$ cat config.mk
export PLATFORM = sky130hd
export DESIGN_NAME = mem_port_arbiter_flat
export DESIGN_NICKNAME = d
export VERILOG_FILES = /design/src/rtl/mem_port_arbiter_if.sv /design/src/rtl/mem_port_arbiter.sv /design/src/flat_wrapper.sv
export SDC_FILE = /design/constraint.sdc
export NUM_CORES = 1
export LEC_CHECK = 0
export CAP_MARGIN = 20
export CORE_AREA = 5 5 104 106
export CTS_BUF_LIST = sky130_fd_sc_hd__clkbuf_8
export CTS_CLUSTER_DIAMETER = 100
export DETAILED_ROUTE_END_ITERATION = 7
export DIE_AREA = 0 0 109 111
export GPL_ROUTABILITY_DRIVEN = 0
export GPL_TIMING_DRIVEN = 0
export PLACE_DENSITY = 0.66
export REMOVE_ABC_BUFFERS = 1
export SKIP_CTS_REPAIR_TIMING = 1
export SYNTH_ARGS = -nofsm -noshare
export SYNTH_HDL_FRONTEND = slang
export SYNTH_SLANG_ARGS = --single-unit
$ cat constraint.sdc
create_clock -name clk -period 4 [get_ports clk]
set_input_delay 0.4 -clock clk [delete_from_list [all_inputs] [get_ports clk]]
set_output_delay 0.4 -clock clk [all_outputs]
set_load 0.05 [all_outputs]
$ cat src/rtl/mem_port_arbiter_if.sv
// ------------------------------------------------------------------
// mem_port_arbiter_if: fetch / data / memory-port bundle for the arbiter
// Rev 1.0
// ------------------------------------------------------------------
`default_nettype none

interface mem_port_arbiter_if #(
  parameter int ADDR_W = 32,
  parameter int DATA_W = 32
) ();
  logic                  if_req;
  logic [ADDR_W-1:0]     if_addr;
  logic                  if_gnt;
  logic                  if_rvalid;
  logic [DATA_W-1:0]     if_rdata;

  logic                  d_req;
  logic                  d_we;
  logic [ADDR_W-1:0]     d_addr;
  logic [DATA_W-1:0]     d_wdata;
  logic [DATA_W/8-1:0]   d_be;
  logic                  d_gnt;
  logic                  d_rvalid;
  logic [DATA_W-1:0]     d_rdata;

  logic                  mem_en;
  logic                  mem_we;
  logic [ADDR_W-1:0]     mem_addr;
  logic [DATA_W-1:0]     mem_wdata;
  logic [DATA_W/8-1:0]   mem_be;
  logic                  mem_ready;
  logic                  mem_rvalid;
  logic [DATA_W-1:0]     mem_rdata;

  // Arbiter side
  modport slave (
    input  if_req, if_addr, d_req, d_we, d_addr, d_wdata, d_be,
           mem_ready, mem_rvalid, mem_rdata,
    output if_gnt, if_rvalid, if_rdata, d_gnt, d_rvalid, d_rdata,
           mem_en, mem_we, mem_addr, mem_wdata, mem_be
  );

  // Requester / memory side
  modport master (
    output if_req, if_addr, d_req, d_we, d_addr, d_wdata, d_be,
           mem_ready, mem_rvalid, mem_rdata,
    input  if_gnt, if_rvalid, if_rdata, d_gnt, d_rvalid, d_rdata,
           mem_en, mem_we, mem_addr, mem_wdata, mem_be
  );
endinterface

`default_nettype wire

$ cat src/rtl/mem_port_arbiter.sv
// ------------------------------------------------------------------
// mem_port_arbiter: shares one memory port between fetch and data, data-first with fetch starvation guard
// Rev 1.0
// ------------------------------------------------------------------
`default_nettype none

module mem_port_arbiter #(
  parameter int ADDR_W      = 32,
  parameter int DATA_W      = 32,
  parameter int MAX_DSTARVE = 4
) (
  input  logic              clk,
  input  logic              rst,
  mem_port_arbiter_if.slave bus
);
  localparam logic [3:0]          C_STARVE_MAX = 4'(MAX_DSTARVE);
  localparam logic [DATA_W/8-1:0] C_BE_ALL     = '1;
  localparam logic [ADDR_W-1:0]   C_ADDR_ZERO  = '0;
  localparam logic [DATA_W-1:0]   C_DATA_ZERO  = '0;

  typedef enum logic [1:0] {
    ST_IDLE  = 2'd0,
    ST_RD_IF = 2'd1,
    ST_RD_D  = 2'd2
  } state_t;

  state_t     r_state;
  state_t     w_state_nxt;
  logic [3:0] r_starve_cnt;
  logic [3:0] w_starve_nxt;
  logic       r_frz_vld;
  logic       r_frz_d;
  logic       w_frz_vld_nxt;
  logic       w_frz_d_nxt;

  logic       w_rsp;
  logic       w_can_issue;
  logic       w_sel_d;
  logic       w_mem_en;
  logic       w_grant;
  logic       w_d_gnt;
  logic       w_if_gnt;
  logic       w_if_rvalid;
  logic       w_d_rvalid;

  always_ff @(posedge clk or posedge rst) begin
    if (rst) begin
      r_state      <= ST_IDLE;
      r_starve_cnt <= 4'd0;
      r_frz_vld    <= 1'b0;
      r_frz_d      <= 1'b0;
    end else begin
      r_state      <= w_state_nxt;
      r_starve_cnt <= w_starve_nxt;
      r_frz_vld    <= w_frz_vld_nxt;
      r_frz_d      <= w_frz_d_nxt;
    end
  end

  always_comb begin
    w_rsp       = (r_state != ST_IDLE) && bus.mem_rvalid;
    // A response in flight frees the port in the same cycle (back-to-back issue)
    w_can_issue = !rst && ((r_state == ST_IDLE) || w_rsp);

    // A stalled request keeps its winner until memory accepts it
    if (r_frz_vld) begin
      w_sel_d = r_frz_d;
    end else begin
      w_sel_d = bus.d_req && !(bus.if_req && (r_starve_cnt == C_STARVE_MAX));
    end

    w_mem_en = w_can_issue && (w_sel_d ? bus.d_req : bus.if_req);
    w_grant  = w_mem_en && bus.mem_ready;
    w_d_gnt  = w_grant && w_sel_d;
    w_if_gnt = w_grant && !w_sel_d;

    w_if_rvalid = w_rsp && (r_state == ST_RD_IF);
    w_d_rvalid  = w_rsp && (r_state == ST_RD_D);

    w_frz_vld_nxt = w_mem_en && !bus.mem_ready;
    w_frz_d_nxt   = w_sel_d;

    w_state_nxt = r_state;
    if (w_grant) begin
      if (w_sel_d) begin
        w_state_nxt = bus.d_we ? ST_IDLE : ST_RD_D;
      end else begin
        w_state_nxt = ST_RD_IF;
      end
    end else if (w_rsp) begin
      w_state_nxt = ST_IDLE;
    end

    w_starve_nxt = r_starve_cnt;
    if (!bus.if_req || w_if_gnt) begin
      w_starve_nxt = 4'd0;
    end else if (w_d_gnt && (r_starve_cnt != C_STARVE_MAX)) begin
      w_starve_nxt = r_starve_cnt + 4'd1;
    end
  end

  assign bus.if_gnt    = w_if_gnt;
  assign bus.d_gnt     = w_d_gnt;
  assign bus.if_rvalid = w_if_rvalid;
  assign bus.d_rvalid  = w_d_rvalid;
  assign bus.if_rdata  = w_if_rvalid ? bus.mem_rdata : C_DATA_ZERO;
  assign bus.d_rdata   = w_d_rvalid  ? bus.mem_rdata : C_DATA_ZERO;

  assign bus.mem_en    = w_mem_en;
  assign bus.mem_we    = w_mem_en && w_sel_d && bus.d_we;
  assign bus.mem_addr  = !w_mem_en ? C_ADDR_ZERO : (w_sel_d ? bus.d_addr : bus.if_addr);
  assign bus.mem_wdata = (w_mem_en && w_sel_d) ? bus.d_wdata : C_DATA_ZERO;
  assign bus.mem_be    = !w_mem_en ? '0 : (w_sel_d ? bus.d_be : C_BE_ALL);

endmodule

`default_nettype wire

$ cat src/flat_wrapper.sv
// flat-port wrapper written by rule: the top's interface ports become plain ports
module mem_port_arbiter_flat 
#(
  parameter int ADDR_W      = 32,
  parameter int DATA_W      = 32,
  parameter int MAX_DSTARVE = 4
)
  (clk, rst, bus_if_req, bus_if_addr, bus_d_req, bus_d_we, bus_d_addr, bus_d_wdata, bus_d_be, bus_mem_ready, bus_mem_rvalid, bus_mem_rdata, bus_if_gnt, bus_if_rvalid, bus_if_rdata, bus_d_gnt, bus_d_rvalid, bus_d_rdata, bus_mem_en, bus_mem_we, bus_mem_addr, bus_mem_wdata, bus_mem_be);
  mem_port_arbiter_if #(.ADDR_W(ADDR_W), .DATA_W(DATA_W)) bus_i ();
  input  logic clk;
  input  logic rst;
  input wire logic [$bits(bus_i.if_req)-1:0] bus_if_req;
  input wire logic [$bits(bus_i.if_addr)-1:0] bus_if_addr;
  input wire logic [$bits(bus_i.d_req)-1:0] bus_d_req;
  input wire logic [$bits(bus_i.d_we)-1:0] bus_d_we;
  input wire logic [$bits(bus_i.d_addr)-1:0] bus_d_addr;
  input wire logic [$bits(bus_i.d_wdata)-1:0] bus_d_wdata;
  input wire logic [$bits(bus_i.d_be)-1:0] bus_d_be;
  input wire logic [$bits(bus_i.mem_ready)-1:0] bus_mem_ready;
  input wire logic [$bits(bus_i.mem_rvalid)-1:0] bus_mem_rvalid;
  input wire logic [$bits(bus_i.mem_rdata)-1:0] bus_mem_rdata;
  output wire logic [$bits(bus_i.if_gnt)-1:0] bus_if_gnt;
  output wire logic [$bits(bus_i.if_rvalid)-1:0] bus_if_rvalid;
  output wire logic [$bits(bus_i.if_rdata)-1:0] bus_if_rdata;
  output wire logic [$bits(bus_i.d_gnt)-1:0] bus_d_gnt;
  output wire logic [$bits(bus_i.d_rvalid)-1:0] bus_d_rvalid;
  output wire logic [$bits(bus_i.d_rdata)-1:0] bus_d_rdata;
  output wire logic [$bits(bus_i.mem_en)-1:0] bus_mem_en;
  output wire logic [$bits(bus_i.mem_we)-1:0] bus_mem_we;
  output wire logic [$bits(bus_i.mem_addr)-1:0] bus_mem_addr;
  output wire logic [$bits(bus_i.mem_wdata)-1:0] bus_mem_wdata;
  output wire logic [$bits(bus_i.mem_be)-1:0] bus_mem_be;
  assign bus_i.if_req = bus_if_req;
  assign bus_i.if_addr = bus_if_addr;
  assign bus_i.d_req = bus_d_req;
  assign bus_i.d_we = bus_d_we;
  assign bus_i.d_addr = bus_d_addr;
  assign bus_i.d_wdata = bus_d_wdata;
  assign bus_i.d_be = bus_d_be;
  assign bus_i.mem_ready = bus_mem_ready;
  assign bus_i.mem_rvalid = bus_mem_rvalid;
  assign bus_i.mem_rdata = bus_mem_rdata;
  assign bus_if_gnt = bus_i.if_gnt;
  assign bus_if_rvalid = bus_i.if_rvalid;
  assign bus_if_rdata = bus_i.if_rdata;
  assign bus_d_gnt = bus_i.d_gnt;
  assign bus_d_rvalid = bus_i.d_rvalid;
  assign bus_d_rdata = bus_i.d_rdata;
  assign bus_mem_en = bus_i.mem_en;
  assign bus_mem_we = bus_i.mem_we;
  assign bus_mem_addr = bus_i.mem_addr;
  assign bus_mem_wdata = bus_i.mem_wdata;
  assign bus_mem_be = bus_i.mem_be;
  mem_port_arbiter #(.ADDR_W(ADDR_W), .DATA_W(DATA_W), .MAX_DSTARVE(MAX_DSTARVE)) u_core (.clk(clk), .rst(rst), .bus(bus_i));
endmodule
==> flow_metrics.py, run 1 <==
metrics = {
    "clock_tree": {
        "cts-buffers-inserted": 3,
        "cts_tree": "built",
        "root_buffer": "clkbuf_8",
        "clk_path_buf_depth": 2,
        "clock_sinks": 8,
        "clk_pin_slew_worst_paths_ns": 0.04,
        "insertion_delay_ns": 0.23,
        "h-tree-depth": 1,
    },
    "min_path": {
        "hp-class": "primary input to async pin",
    },
    "yosys": {
        "synth-seq-area-share_pct": 11.4,
        "ys_ff_latch": 8,
        "ys_warn_count": 0,
        "syn_area_per_cell_sq_um": 7.11,
        "synth-main-ff-cell": "dfrtp_1",
        "mappedNetlistArea_sq_um": 1760,
        "async_reset_ff_share_pct": 100,
        "synth_cells": 247,
        "synth_area_leaders": "and2_1 35%, mux2i_1 18%, dfrtp_1 11%",
        "synth_top_area_share_pct": 34.9,
        "ys_types": 34,
        "synth-edff-count": 0,
        "synth_area_leader_cell": "and2_1",
    },
    "sta": {
        "finClkSkew_ns": 0.000668,
        "max_clock_freq_mhz": 283,
        "slew-limit-headroom_pct": 52.4,
        "drv_slew": 0,
        "timing_worst_slew_pin_value_ns": 0.714,
        "holdWs_ns": 0.468,
        "post-route-period-util_pct": 88.4,
        "rsz0062_at_grt": "false",
        "setup_tns_ns": 0,
        "finalHoldViolCount": 0,
        "setup_viol": 0,
        "period_needed_ns": 3.54,
    },
    "power": {
        "irDropWorstVdd_mv": 0.0908,
        "p_leak_nw": 1.88,
        "p_per_area_nw_per_um2": 177,
    },
    "layout": {
        "antenna_cells": 0,
        "nNetsFinal": 655,
        "syn_to_final_growth_pct": 167,
        "fill_cells": 954,
        "drive_gt1_share_pct": 3.13,
        "postLayoutCellArea_sq_um": 4690,
    },
    "status": {
        "status": "completed",
    },
    "die": {
        "die-area_sq_um": 12100,
        "start_util_pct": 18.1,
        "coreArea_sq_um": 9680,
        "die_y_um": 111,
        "boundaryPins": 277,
        "rows": 36,
        "die_x_um": 109,
    },
    "setup_path": {
        "reg2reg_to": "u_core.r_state[1]$_DFFE_PP0P_",
        "worstPathArrival_ns": 3.14,
        "path_cells": "clkdlybuf4s50_1 > inv_1 > nand2_2 > or3_1 > buf_16 > nor2_1 > clkdlybuf4s50_1",
        "cpMostUsedCell": "clkdlybuf4s50_1",
        "critPathCaptureType": "primary output",
        "startpoint": "rst",
        "worstSetupPathType": "primary input to primary output",
        "r2r_cells": 5,
        "slowest_stage": "clkdlybuf4s50_1",
        "timing.rr.start": "u_core.r_starve_cnt[0]$_DFFE_PP0P_",
        "cpPeakStageDelay_ns": 0.90,
        "critical_path_buf_inv_count": 4,
        "cp_max_fo": 28,
        "start_kind": "primary input",
        "worst_ep_required_time_ns": 3.60,
        "ff2ff_setup_slack_ns": 2.12,
        "cp_top_family": "buffers and inverters",
    },
    "routing": {
        "drt_iter0_markers": 92,
        "wl_per_cell_um": 15.9,
        "wl_um": 10300,
        "drt_first_pass_iters": 4,
        "via_per_inst": 4.16,
        "drc": 0,
        "vias": 2681,
        "antenna_left": 0,
    },
    "grt": {
        "grt_pass1_wl_um": 14800,
        "grt-ovfl-total": 0,
        "grt_max_degree": 36,
        "antenna_found_initial": 0,
        "grt_pass1_vias": 2788,
        "grt_usage_pct": 15.5,
    },
    "job": {
        "maxCapViolations": 0,
    },
    "place": {
        "hpwl_um": 9350,
        "portBuffers": 276,
        "dpl_cell_area_sq_um": 4650,
    },
}
==> worst reg2reg max path, cell delays in order, from the launching register on <==
cell and delay, ns:
dfrtp_1 0.40, inv_1 0.06, ha_1 0.22, and3b_1 0.24, a31oi_4 0.63, a32o_1 0.27
==> cells in the mapped netlist (2+ instances only) <==
| master | number |
|---|---|
| a21oi_1 | 4 |
| and2_1 | 98 |
| buf_6 | 6 |
| clkbuf_1 | 10 |
| dfrtp_1 | 8 |
| ha_1 | 2 |
| inv_1 | 9 |
| mux2i_1 | 32 |
| nand2_1 | 4 |
| nand2b_1 | 2 |
| nor2_1 | 44 |
| o21a_1 | 2 |
| o21ai_0 | 3 |
| or3_1 | 3 |
==> placed cells by master, fill, tap and decap left out <==
cell type / count
clkdlybuf4s50_1: 276
and2_1: 98
nor2_1: 43
mux2i_1: 32
inv_1: 9
dfrtp_1: 8
nand2_1: 4
a21oi_1: 4
o21ai_0: 3
or3_1: 3
clkbuf_8: 3
nand2b_1: 2
ha_1: 2
buf_6: 2
and3b_1: 1
o21bai_4: 1
nand4_4: 1
nand4_1: 1
o31ai_1: 1
or4_1: 1
nand2_2: 1
o211ai_1: 1
nand3b_1: 1
nand3_1: 1
a31oi_4: 1
a32o_1: 1
nor2_2: 1
nor3b_2: 1
and4b_1: 1
o21a_2: 1
o2bb2ai_1: 1
nor3_1: 1
o21a_1: 1
o21ba_2: 1
buf_12: 1
buf_8: 1
buf_16: 1
==> logic make-up (layout without fill, tap and decap cells) <==
group / after synthesis / in the layout / synth area share (%)
AOI/OAI and AO/OA: 16 / 16 / 7.63
adders and majority gates: 2 / 2 / 1.43
buffers and inverters: 28 / 293 / 9.48
DFF: 8 / 8 / 11.4
muxes: 32 / 32 / 18.2
and+or+nand+nor: 161 / 161 / 51.8
==> metal layers <==
metal  wire length [um]  up-vias  GRT usage (%)
met4                297        0           5.89
met5                  0        -              0
li1                   -     1322              -
met2               5220      182           29.1
met3               1480       15           6.76
met1               3250     1162           14.4
==> worst max path at each step <==
| stage | to | slack (ns) | cells after the start |
|---|---|---|---|
| 6_report | bus_mem_be[2] | 0.46 | 7 |
| 5_1_grt | bus_mem_wdata[20] | 0.23 | 6 |
| 4_1_cts | bus_mem_addr[11] | 0.41 | 7 |
| 3_5_place_dp | bus_mem_addr[11] | 0.40 | 7 |
| 3_3_place_gp | bus_d_rdata[15] | -0.71 | 5 |
| 2_1_floorplan | bus_d_rdata[0] | 0.31 | 2 |
==> stage by stage <==
stage	worst slack [ns]	util, %	std cells	power [mW]
after floorplan	0.308	-	228	0.435
after global placement	-0.710	47.0	637	0.725
after detailed placement	0.401	48.0	642	0.740
after CTS	0.406	48.4	645	0.839
after global routing	0.225	48.4	645	0.868
final	0.464	48.4	645	0.829
==> report_power, final <==
group | switching (mW) | internal [mW] | total, mW
Sequential | 0.00418 | 0.0850 | 0.0892
Clock | 0.0303 | 0.0650 | 0.0953
Combinational | 0.360 | 0.284 | 0.644
==> registers in the layout, summed over array words and instances, names as in the netlist <==
register / cells
u_core.r_starve_cnt: 4
u_core.r_state: 2
u_core.r_frz_vld: 1
u_core.r_frz_d: 1
==> layout make-up <==
class	instances	area (sq um)	share of cell area, %
tap	133	166	3.55
sequential	8	200	4.27
timing repair buffer	281	2850	60.8
inverter	9	33.8	0.721
multi-input combinational	211	1400	29.8
clock buffer	3	41.3	0.881
Power figures use the tool's default switching activity.
==> inputs of run 2 (changes only) <==
- HOLD_SLACK_MARGIN: unset -> 0.15
==> results of run 2 <==
No change in the layout: final DEF, timing and power equal those of run 1.
==> inputs of run 3 (changes only) <==
- CAP_MARGIN: 20 -> 25
==> run 3 against run 2 <==
- maximum frequency down 0.62%
- clock skew rose by 0.0016 ns
- first-iteration DRC count decreased by 24%
- non-clock buffer count unchanged
- die area unchanged
- core utilization is the same
- combinational power hardly changed
- worst hold slack improved by 0.0029 ns
- via count decreased by 0.26%
- final area did not move
- critical path type unchanged
- critical endpoint is now bus_mem_addr[11]
- largest power group unchanged
==> flow_metrics.py, run 3 (synthesized netlist as in run 1, its figures left out) <==
metrics = {
    "min_path": {
        "hp-class": "primary input to async pin",
    },
    "sta": {
        "finalHoldViolCount": 0,
        "finClkSkew_ns": 0.00227,
        "setup_tns_ns": 0,
        "post-route-period-util_pct": 89.0,
        "holdWs_ns": 0.471,
        "max_clock_freq_mhz": 281,
        "rsz0062_at_grt": "false",
        "fin_ws_ns": 0.442,
        "slew-limit-headroom_pct": 52.1,
        "drv_slew": 0,
        "period_needed_ns": 3.56,
        "setup_viol": 0,
        "timing_worst_slew_pin_value_ns": 0.718,
    },
    "layout": {
        "nNetsFinal": 655,
        "largestRegisters": "u_core.r_starve_cnt: 4 flops, u_core.r_state: 2 flops",
        "multi_input_area_sq_um": 1400,
        "fill_cells": 943,
        "utilization_pct": 48.4,
        "antenna_cells": 0,
        "largest_reg_flops": 4,
        "register_area_sq_um": 200,
        "final_cell_mix": "276 x clkdlybuf4s50_1, 98 x and2_1, 43 x nor2_1, 32 x mux2i_1, 9 x inv_1",
        "largest_register": "u_core.r_starve_cnt",
        "syn_to_final_growth_pct": 167,
        "drive_gt1_share_pct": 3.13,
        "mostFrequentLayoutCell": "clkdlybuf4s50_1",
    },
    "power": {
        "seq_power_share_pct": 10.8,
        "irDropWorstVdd_mv": 0.0861,
        "switching_power_mw": 0.394,
        "p_comb_share_pct": 77.8,
        "p_leak_nw": 1.88,
        "p_sw_share_pct": 47.6,
        "total_power_mw": 0.828,
        "p_per_area_nw_per_um2": 177,
        "clockPowerShare_pct": 11.4,
        "internal_power_mw": 0.434,
    },
    "routing": {
        "wl_per_cell_um": 16.1,
        "drt_first_pass_iters": 4,
        "vias": 2674,
        "drc": 0,
        "antenna_left": 0,
        "drt_iter0_markers": 70,
        "via_per_inst": 4.15,
        "wl_um": 10400,
    },
    "clock_tree": {
        "clk_pin_slew_worst_paths_ns": 0.04,
        "clk_path_buf_depth": 2,
        "insertion_delay_ns": 0.23,
        "cts-buffers-inserted": 3,
        "clock_sinks": 8,
        "cts_tree": "built",
        "h-tree-depth": 1,
        "root_buffer": "clkbuf_8",
    },
    "place": {
        "hpwl_um": 9350,
        "portBuffers": 276,
        "post-place-ws_ns": 0.392,
    },
    "setup_path": {
        "cp_max_fo": 28,
        "path_cells": "clkdlybuf4s50_1 > inv_1 > nand2_2 > or3_1 > buf_16 > nor2_1 > clkdlybuf4s50_1",
        "slowest_stage": "clkdlybuf4s50_1",
        "critPathCaptureType": "primary output",
        "critical_path_buf_inv_count": 4,
        "r2r_cells": 5,
        "cp_top_family": "buffers and inverters",
        "start_kind": "primary input",
        "worstSetupPathType": "primary input to primary output",
        "cpMostUsedCell": "clkdlybuf4s50_1",
        "critical_path_cell_count": 7,
        "cpPeakStageDelay_ns": 0.84,
        "worstPathArrival_ns": 3.16,
        "worst_ep_required_time_ns": 3.60,
    },
    "die": {
        "rows": 36,
        "boundaryPins": 277,
        "start_util_pct": 18.1,
        "die_y_um": 111,
        "coreArea_sq_um": 9680,
        "die-area_sq_um": 12100,
        "die_x_um": 109,
    },
    "grt": {
        "grt_pass1_vias": 2809,
        "grt-ovfl-total": 0,
        "grt_max_degree": 36,
        "grt_usage_pct": 15.7,
        "grt_pass1_wl_um": 15000,
        "antenna_found_initial": 0,
    },
    "job": {
        "maxCapViolations": 0,
    },
    "status": {
        "status": "completed",
    },
}
[run 3: cell counts in the layout (fill, tap and decap cells not counted)]
Identical to the previous run, type by type.
[run 3: final timing paths]
path | start | to | slack (ns)
worst max-delay path | rst | bus_mem_addr[11] | 0.44
worst min-delay path | rst | u_core.r_starve_cnt[0]$_DFFE_PP0P_ | 0.47
worst max register to register | u_core.r_starve_cnt[0]$_DFFE_PP0P_ | u_core.r_state[1]$_DFFE_PP0P_ | 2.10
worst min register to register | u_core.r_starve_cnt[3]$_DFFE_PP0P_ | u_core.r_starve_cnt[3]$_DFFE_PP0P_ | 0.58
max in group asynchronous | rst | u_core.r_frz_vld$_DFF_PP0_ | 3.23
min in group clk | u_core.r_starve_cnt[3]$_DFFE_PP0P_ | u_core.r_starve_cnt[3]$_DFFE_PP0P_ | 0.58
[run 3: per-layer routing]
layer  global-route usage, %  share of wire [%]  up-vias  wire [um]
li1                        -                  -     1322          -
met1                    14.5                 33     1164       3400
met2                    30.2                 51      173       5280
met3                    6.52                 14       15       1450
met4                    4.88                2.4        0        252
met5                       0                  0        -          0
[run 3: metrics by stage]
stage	cell area [sq um]	std cells
floorplan	1620	228
global placement	4550	637
detailed placement	4650	642
finish	4690	645
CTS	4690	645
global route	4690	645
[run 3: power groups by stage]
| stage | Sequential [mW] | Clock, mW | Combinational [mW] |
|---|---|---|---|
| after floorplan | 0.0893 | 0 | 0.345 |
| after global placement | 0.0897 | 0 | 0.636 |
| after detailed placement | 0.0903 | 0 | 0.650 |
| after CTS | 0.0892 | 0.0963 | 0.652 |
| after global routing | 0.0899 | 0.0976 | 0.677 |
| final | 0.0893 | 0.0945 | 0.645 |
[run 3: worst reg2reg max path, cell delays in order (launching register included)]
cell     delay, ns
dfrtp_1       0.40
inv_1         0.07
ha_1          0.22
and3b_1       0.25
a31oi_4       0.63
a32o_1        0.27
[run 3: final cells by class]
cell class | instances | share of cell area, %
inverter | 9 | 0.721
sequential | 8 | 4.27
tap | 133 | 3.55
timing repair buffer | 281 | 60.8
clock buffer | 3 | 0.881
multi-input combinational | 211 | 29.8
